### src/rtl/wb_retire_queue.sv
// Multi-lane writeback retire queue: buffers io groups in order, drains up to
// WRITE_PORTS entries per cycle to the register file and answers ID forwarding lookups.
module wb_retire_queue #(
  parameter int LANES        = 2,
  parameter int WRITE_PORTS  = 1,
  parameter int DEPTH        = 4,
  parameter int LOOKUP_PORTS = 2,
  parameter int DATA_WIDTH   = 32
) (
  input  logic                               clock,
  input  logic                               reset_n,
  input  logic                               in_valid,
  output logic                               in_allow_in,
  input  logic [LANES-1:0]                   in_lane_valid,
  input  logic [LANES-1:0]                   in_write_enabled,
  input  logic [4*LANES-1:0]                 in_write_strobe,
  input  logic [5*LANES-1:0]                 in_write_address,
  input  logic [DATA_WIDTH*LANES-1:0]        in_write_data,
  input  logic [DATA_WIDTH*LANES-1:0]        in_program_count,
  input  logic                               flush,
  output logic [WRITE_PORTS-1:0]             rf_write_enabled,
  output logic [4*WRITE_PORTS-1:0]           rf_write_strobe,
  output logic [5*WRITE_PORTS-1:0]           rf_write_address,
  output logic [DATA_WIDTH*WRITE_PORTS-1:0]  rf_write_data,
  input  logic [5*LOOKUP_PORTS-1:0]          lookup_address,
  output logic [LOOKUP_PORTS-1:0]            lookup_hit,
  output logic [LOOKUP_PORTS-1:0]            lookup_partial,
  output logic [DATA_WIDTH*LOOKUP_PORTS-1:0] lookup_data,
  output logic [DATA_WIDTH*WRITE_PORTS-1:0]  debug_program_count,
  output logic [4*WRITE_PORTS-1:0]           debug_write_enabled,
  output logic [5*WRITE_PORTS-1:0]           debug_write_address,
  output logic [DATA_WIDTH*WRITE_PORTS-1:0]  debug_write_data
);
  localparam int AW = (DEPTH > 1) ? $clog2(DEPTH) : 1;
  localparam int CW = $clog2(DEPTH + 1);
  localparam int LW = $clog2(LANES + 1);

  logic                  ent_we_reg   [DEPTH];
  logic [3:0]            ent_strb_reg [DEPTH];
  logic [4:0]            ent_addr_reg [DEPTH];
  logic [DATA_WIDTH-1:0] ent_data_reg [DEPTH];
  logic [DATA_WIDTH-1:0] ent_pc_reg   [DEPTH];

  logic [AW-1:0] head_reg, head_next;
  logic [AW-1:0] tail_reg, tail_next;
  logic [CW-1:0] count_reg, count_next;
  logic [CW-1:0] drain_num;
  logic [LW-1:0] enq_num;
  logic [LW-1:0] lane_off [LANES];
  logic [AW-1:0] wr_idx   [LANES];
  logic          enq_fire;

  assign in_allow_in = (32'(count_reg) + 32'(LANES)) <= 32'(DEPTH);
  assign enq_fire    = in_valid && in_allow_in && !flush;
  assign drain_num   = (32'(count_reg) < 32'(WRITE_PORTS)) ? count_reg : CW'(WRITE_PORTS);

  // Valid lanes are packed together: each lane's slot offset is the number of valid lanes before it.
  always_comb begin
    enq_num = '0;
    for (int i = 0; i < LANES; i++) begin
      lane_off[i] = enq_num;
      enq_num     = enq_num + LW'(in_lane_valid[i]);
    end
  end

  genvar gi;
  generate
    for (gi = 0; gi < LANES; gi++) begin : g_wr_idx
      assign wr_idx[gi] = tail_reg + AW'(lane_off[gi]);
    end
  endgenerate

  always_ff @(posedge clock) begin
    if (enq_fire) begin
      for (int i = 0; i < LANES; i++) begin
        if (in_lane_valid[i]) begin
          ent_we_reg[wr_idx[i]]   <= in_write_enabled[i];
          ent_strb_reg[wr_idx[i]] <= in_write_strobe[i*4 +: 4];
          ent_addr_reg[wr_idx[i]] <= in_write_address[i*5 +: 5];
          ent_data_reg[wr_idx[i]] <= in_write_data[i*DATA_WIDTH +: DATA_WIDTH];
          ent_pc_reg[wr_idx[i]]   <= in_program_count[i*DATA_WIDTH +: DATA_WIDTH];
        end
      end
    end
  end

  always_comb begin
    head_next  = head_reg + AW'(drain_num);
    tail_next  = tail_reg + (enq_fire ? AW'(enq_num) : AW'(0));
    count_next = count_reg + (enq_fire ? CW'(enq_num) : CW'(0)) - drain_num;
    if (flush) begin
      head_next  = '0;
      tail_next  = '0;
      count_next = '0;
    end
  end

  always_ff @(posedge clock or negedge reset_n) begin
    if (!reset_n) begin
      head_reg  <= '0;
      tail_reg  <= '0;
      count_reg <= '0;
    end else begin
      head_reg  <= head_next;
      tail_reg  <= tail_next;
      count_reg <= count_next;
    end
  end

  generate
    for (gi = 0; gi < WRITE_PORTS; gi++) begin : g_port
      logic [AW-1:0] idx;
      logic          active;
      assign idx    = head_reg + AW'(gi);
      assign active = 32'(count_reg) > 32'(gi);
      assign rf_write_enabled[gi]                          = active && ent_we_reg[idx] && !flush;
      assign rf_write_strobe[gi*4 +: 4]                    = ent_strb_reg[idx];
      assign rf_write_address[gi*5 +: 5]                   = ent_addr_reg[idx];
      assign rf_write_data[gi*DATA_WIDTH +: DATA_WIDTH]    = ent_data_reg[idx];
      assign debug_write_enabled[gi*4 +: 4]                = {4{rf_write_enabled[gi]}} & ent_strb_reg[idx];
      assign debug_write_address[gi*5 +: 5]                = ent_addr_reg[idx];
      assign debug_write_data[gi*DATA_WIDTH +: DATA_WIDTH] = ent_data_reg[idx];
      assign debug_program_count[gi*DATA_WIDTH +: DATA_WIDTH] = ent_pc_reg[idx];
    end
  endgenerate

  // Entries listed oldest-first so the youngest match overrides during the scan.
  logic [AW-1:0]    scan_idx [DEPTH];
  logic [DEPTH-1:0] scan_valid;
  generate
    for (gi = 0; gi < DEPTH; gi++) begin : g_scan
      assign scan_idx[gi]   = head_reg + AW'(gi);
      assign scan_valid[gi] = 32'(count_reg) > 32'(gi);
    end
  endgenerate

  generate
    for (gi = 0; gi < LOOKUP_PORTS; gi++) begin : g_lookup
      logic [4:0]            addr;
      logic                  hit;
      logic                  part;
      logic [DATA_WIDTH-1:0] data;
      assign addr = lookup_address[gi*5 +: 5];
      always_comb begin
        hit  = 1'b0;
        part = 1'b0;
        data = '0;
        for (int j = 0; j < DEPTH; j++) begin
          if (scan_valid[j] && ent_we_reg[scan_idx[j]] && addr != 5'd0 &&
              ent_addr_reg[scan_idx[j]] == addr) begin
            hit  = 1'b1;
            part = ent_strb_reg[scan_idx[j]] != 4'hF;
            data = ent_data_reg[scan_idx[j]];
          end
        end
      end
      assign lookup_hit[gi]                        = hit;
      assign lookup_partial[gi]                    = part;
      assign lookup_data[gi*DATA_WIDTH +: DATA_WIDTH] = data;
    end
  endgenerate
endmodule

### config.mk
export PLATFORM = sky130hd
export DESIGN_NAME = wb_retire_queue
export DESIGN_NICKNAME = d
export VERILOG_FILES = /design/src/rtl/wb_retire_queue.sv
export SDC_FILE = /design/constraint.sdc
export NUM_CORES = 1
export LEC_CHECK = 0
export CORE_MARGIN = 2
export CORE_UTILIZATION = 38
export CTS_CLUSTER_SIZE = 20
export DETAILED_ROUTE_END_ITERATION = 6
export HOLD_SLACK_MARGIN = 0.02
export MAX_ROUTING_LAYER = met4
export PLACE_DENSITY_LB_ADDON = 0.2
export RECOVER_POWER = 50
export SLEW_MARGIN = 30
export SYNTH_ARGS = -nofsm -noshare
export SYNTH_HDL_FRONTEND = slang
export SYNTH_SLANG_ARGS = --single-unit
### constraint.sdc
create_clock -name clock -period 8.6 [get_ports clock]
set_clock_uncertainty 0.15 [all_clocks]
set_input_delay 2.15 -clock clock [delete_from_list [all_inputs] [get_ports clock]]
set_output_delay 2.15 -clock clock [all_outputs]
set_load 0.02 [all_outputs]
======== After elaboration in Yosys (flattened, before gate mapping) ========
Memory sizes are Yosys's and may differ from the RTL's.
Index checks and enable logic that the tools add are counted.
word-level totals
  memories ................................ 5
  bits in writable memories ............... 296
  flip-flop bits (word level) ............. 7
cells by class
  muxes and demuxes ....................... 36
  magnitude comparators ................... 6
  eq/ne operators ......................... 12
  bitwise logic cells ..................... 1
  reductions and logical operators ........ 26
  $add $sub $neg .......................... 10
memory list
  memory        words  width  read ports  clocked after Yosys merged registers in  wr ports  line  source
  ent_data_reg  4      32     4           0                                        2         41    logic [DATA_WIDTH-1:0] ent_data_reg [DEPTH];
  ent_pc_reg    4      32     1           0                                        2         42    logic [DATA_WIDTH-1:0] ent_pc_reg [DEPTH];
  ent_addr_reg  4      5      4           0                                        2         40    logic [4:0] ent_addr_reg [DEPTH];
  ent_strb_reg  4      4      4           0                                        2         39    logic [3:0] ent_strb_reg [DEPTH];
  ent_we_reg    4      1      4           0                                        2         38    logic ent_we_reg [DEPTH];
operators with widths
  cell                   number
  $mux W32               8
  $eq A5 B5 Y1           8
  $logic_and A1 B1 Y1    23
  $mux W1                22
  $ne A4 B4 Y1 const B   4
  $reduce_bool A5 Y1     2
  $mux W2                4
  $gt A3 B1 Y1 const B   2
  $gt A3 B2 Y1 const B   2
  $mux W3                2
  $add A2 B2 Y2          2
  $add A2 B2 Y2 const B  2
  $add A3 B2 Y4 const B  1
  $and A4 B4 Y4          1
  $le A4 B3 Y1 const B   1
  $add A3 B2 Y3          1
  $lt A3 B1 Y1 const B   1
  $sub A3 B3 Y3          1
  $add A1 B1 Y2          1
  $add A2 B1 Y2          1
  $add A2 B1 Y2 const B  1
  $logic_not A1 Y1       1

======== Depth between registers and ports, before layout ========
Gate-level depths: netlist (run 1).
  depth in word-level cells ............... 8
  gate-level depth with buffers ........... 15
  mapped depth without buffers ............ 14

======== Worst setup path after synthesis (run 1) ========
No wires, ideal clock.
  path type ............................... input-to-reg
  start ................................... input flush
  end ..................................... memory ent_addr_reg[1][0], enable pin
  data required time ...................... 7.842 ns
  buffers on the path ..................... 1
  setup slack ............................. -0.115 ns
  data arrival time ....................... 7.957 ns
  setup time .............................. 0.608 ns
  stages on the path ...................... 5
  path through ............................ and3b_1 > clkbuf_1 > and2_1 > nand2_1 > o21ai_0
RTL lines
  element             line  source
  start: declaration  20    input logic flush,
  end: declaration    40

======== Worst setup path in the final report (run 1) ========
  start ................................... input lookup_address[6]
  end ..................................... output lookup_data[63]
between the ends
  word-level cells in the longest chain between the ends .. 7
RTL lines
  element                            line  source
  start: declaration                 25    input logic [5*LOOKUP_PORTS-1:0] lookup_address,
  $reduce_bool A5 Y1                 149   if (scan_valid[j] && ent_we_reg[scan_idx[j]] && addr != 5'd0 &&
  $logic_and A1 B1 Y1 (2 in series)  149
  $mux W32 (3 in series)             149
  $mux W32 (*)                       149
  end: declaration                   28    output logic [DATA_WIDTH*LOOKUP_PORTS-1:0] lookup_data,
Mark *: on every way between the ends. The rest lies on a longest branch, timed or not.

==> metrics.csv, run 1 <==
metric;value;unit
outcome;complete, but fails checks;
failed_checks;capacitance limit, slew limit;
clk_path_buf_depth;3;
wire_per_inst;24.58;um
crit_type;input port to output port;
cts_hold_buffers;0;
drt_pass1_iterations;5;
cp_max_fo;30;
final_nets;2067;
yosysTopAreaCell;edfxtp_1;
arrival;5760;ps
gp_congestion;0.8695;
report.final.setup_viol;0;
htreeDepth;2;
ys_seq_area_share;43.96;%
synth_cells;1653;
power-per-cell-area;255.5;nW/um2
drcViolationCount;0;
final_cells;2630;
die_w;236.9;um
finalPower;0.006535;W
die_area;56140;um2
vias_per_cell;5.802;
path_clk_slew;50;ps
cts-resized-gates;0;
root_buffer;clkbuf_16;
ys_types;59;
overflow;0;
p_leak;8.100;nW
hp-start;count_reg[2];
antenna_left;0;
cts_buffers;38;
avgSynthCellArea;12.47;um2
io_pins;348;
drive_gt1_share;28.23;%
peakVddDrop;0.1552;mV
r2r_end;ent_data_reg[2][4];
synth_flop_cell;edfxtp_1;
worstSkewPairLatency;560;ps
finalSetupTns;0;ps
maxSlewHeadroom;-125.2;%
hpwl;41.87;mm
whs_endpoint;count_reg[2];
area_growth;24.07;%
reg2reg_depth;10;
cap_violations;11;
place_ws;632.9;ps
min_path_type;flop to flop;
track_usage;23.29;%
synth_top_area_share;43.11;%
antenna_found_initial;14;
grt_pass1_wl;96.68;mm
die_h;236.9;um
cts_setup_buffers;0;
dpl.cell_count;2547;
placementRows;85;
final_common_cell;mux2_2;
tightest_slew;3378;ps
num_vias;15260;
synth-async-reset-ratio;2.310;%
cts_tree;yes;
yosys-top-cells-area;edfxtp_1, mux2_2, mux4_2, mux2i_1, buf_4;
cts_sinks;303;
startpoint_type;input port;
hold_violations;0;
routed_wl;64.65;mm
synth-seq-cells;303;
grt_max_degree;90;
slew_violations;406;
fin_ws;542.4;ps
io_buffers;347;
drt-initial-drc-count;1239;
finalCriticalPeriod;8058;ps
regToRegStartpoint;count_reg[1];
core;53710;um2
max_freq;0.1241;GHz
grt_pass1_vias;15360;
fin_crit_sh;93.69;%
start_util;38.39;%
syn_nets;1829;
most-common-layout-cells;mux2_2, clkdlybuf4s50_1, edfxtp_1, nor2_1;
end_kind;output port;
holdPathStages;3;
ys_warn_count;0;
rsz0062_at_grt;no;
worstPathRequired;6300;ps
synth_edf_count;296;
r2r_setup_slack;1890;ps
synthesis.area;20620;um2
## worst max path at each step
stage,cells after the start,startpoint,endpoint
final,8,lookup_address[6],lookup_data[63]
after global routing,8,lookup_address[6],lookup_data[63]
after CTS,8,lookup_address[6],lookup_data[54]
after detailed placement,8,lookup_address[6],lookup_data[54]
after global placement,8,lookup_address[1],lookup_data[0]
after floorplan,5,flush,ent_addr_reg[2][0]
## critical path, stage by stage
cell,delay (ps)
clkdlybuf4s50_1,590
nor4_1,540
or3_1,180
a21o_1,430
or2_1,420
o211ai_4,400
o221ai_1,360
clkdlybuf4s50_1,660
## synth_stat cells, drive strengths merged, types with 3 or more instances
cell type,count
nand2,87
o22ai,3
a41oi,10
and2,6
xor2,5
mux2i,91
dfrtp,7
buf,121
clkbuf,65
a31oi,42
nand4,16
inv,11
or2,5
mux4,91
mux2,349
o211ai,25
ha,11
a211oi,6
nand3,25
nor3,30
nor2,103
a21oi,71
o221ai,20
nor2b,6
nor3b,32
o21ai,53
a21o,3
edfxtp,296
xnor2,38
## kinds of logic (layout without fill, tap and decap cells)
logic type                 after synthesis  count (layout)  synth area share, %
and+or+nand+nor                        322             322                7.428
buffers and inverters                  197             464                5.116
muxes                                  531             531                33.44
other                                    0              14                    0
xor gates and xnor gates                43              43                1.827
AOI/OAI and AO/OA                      245             245                7.465
DFF                                    303             303                43.96
adders and majority gates               12              12               0.7647
## area by class of cell
class	instances	area, um2
fillers	4812	28130
multi-input cells	1153	10560
flip-flops and latches	303	9071
repair buffers	384	3711
clock buffers	46	980.9
well taps	696	870.8
clock inverters	23	311.5
inverters	11	42.54
diodes	14	35.03
## report_power, final
| group | total [W] | switching (W) | internal, W |
|---|---|---|---|
| clock | 0.00168 | 0.000653 | 0.00103 |
| sequential | 0.00187 | 0.000116 | 0.00175 |
| combinational | 0.00299 | 0.00163 | 0.00135 |
## routing by layer
| layer | global-route usage (%) | up-vias | wire [um] |
|---|---|---|---|
| met5 | - | - | 0 |
| met4 | 7.461 | 0 | 1739 |
| met3 | 5.491 | 125 | 5126 |
| met2 | 38.58 | 593 | 31390 |
| met1 | 28.10 | 7639 | 26390 |
| li1 | - | 6901 | - |
## through the flow
step / hold WS, ps / util [%] / cell area (um2)
finish: 565.4 / 47.63 / 25580
global route: 605.3 / 47.63 / 25580
CTS: 564.2 / 47.69 / 25610
detailed placement: 556.4 / 45.29 / 24320
global placement: 541.1 / 45.29 / 24320
floorplan: 502.2 / - / 20620
Power figures use the tool's default switching activity.
==> inputs of run 2 (changes only) <==
Settings changed: SKIP_CTS_REPAIR_TIMING set to 1.
==> results of run 2 <==
The final DEF is identical to that of run 1; final timing and power are the same.
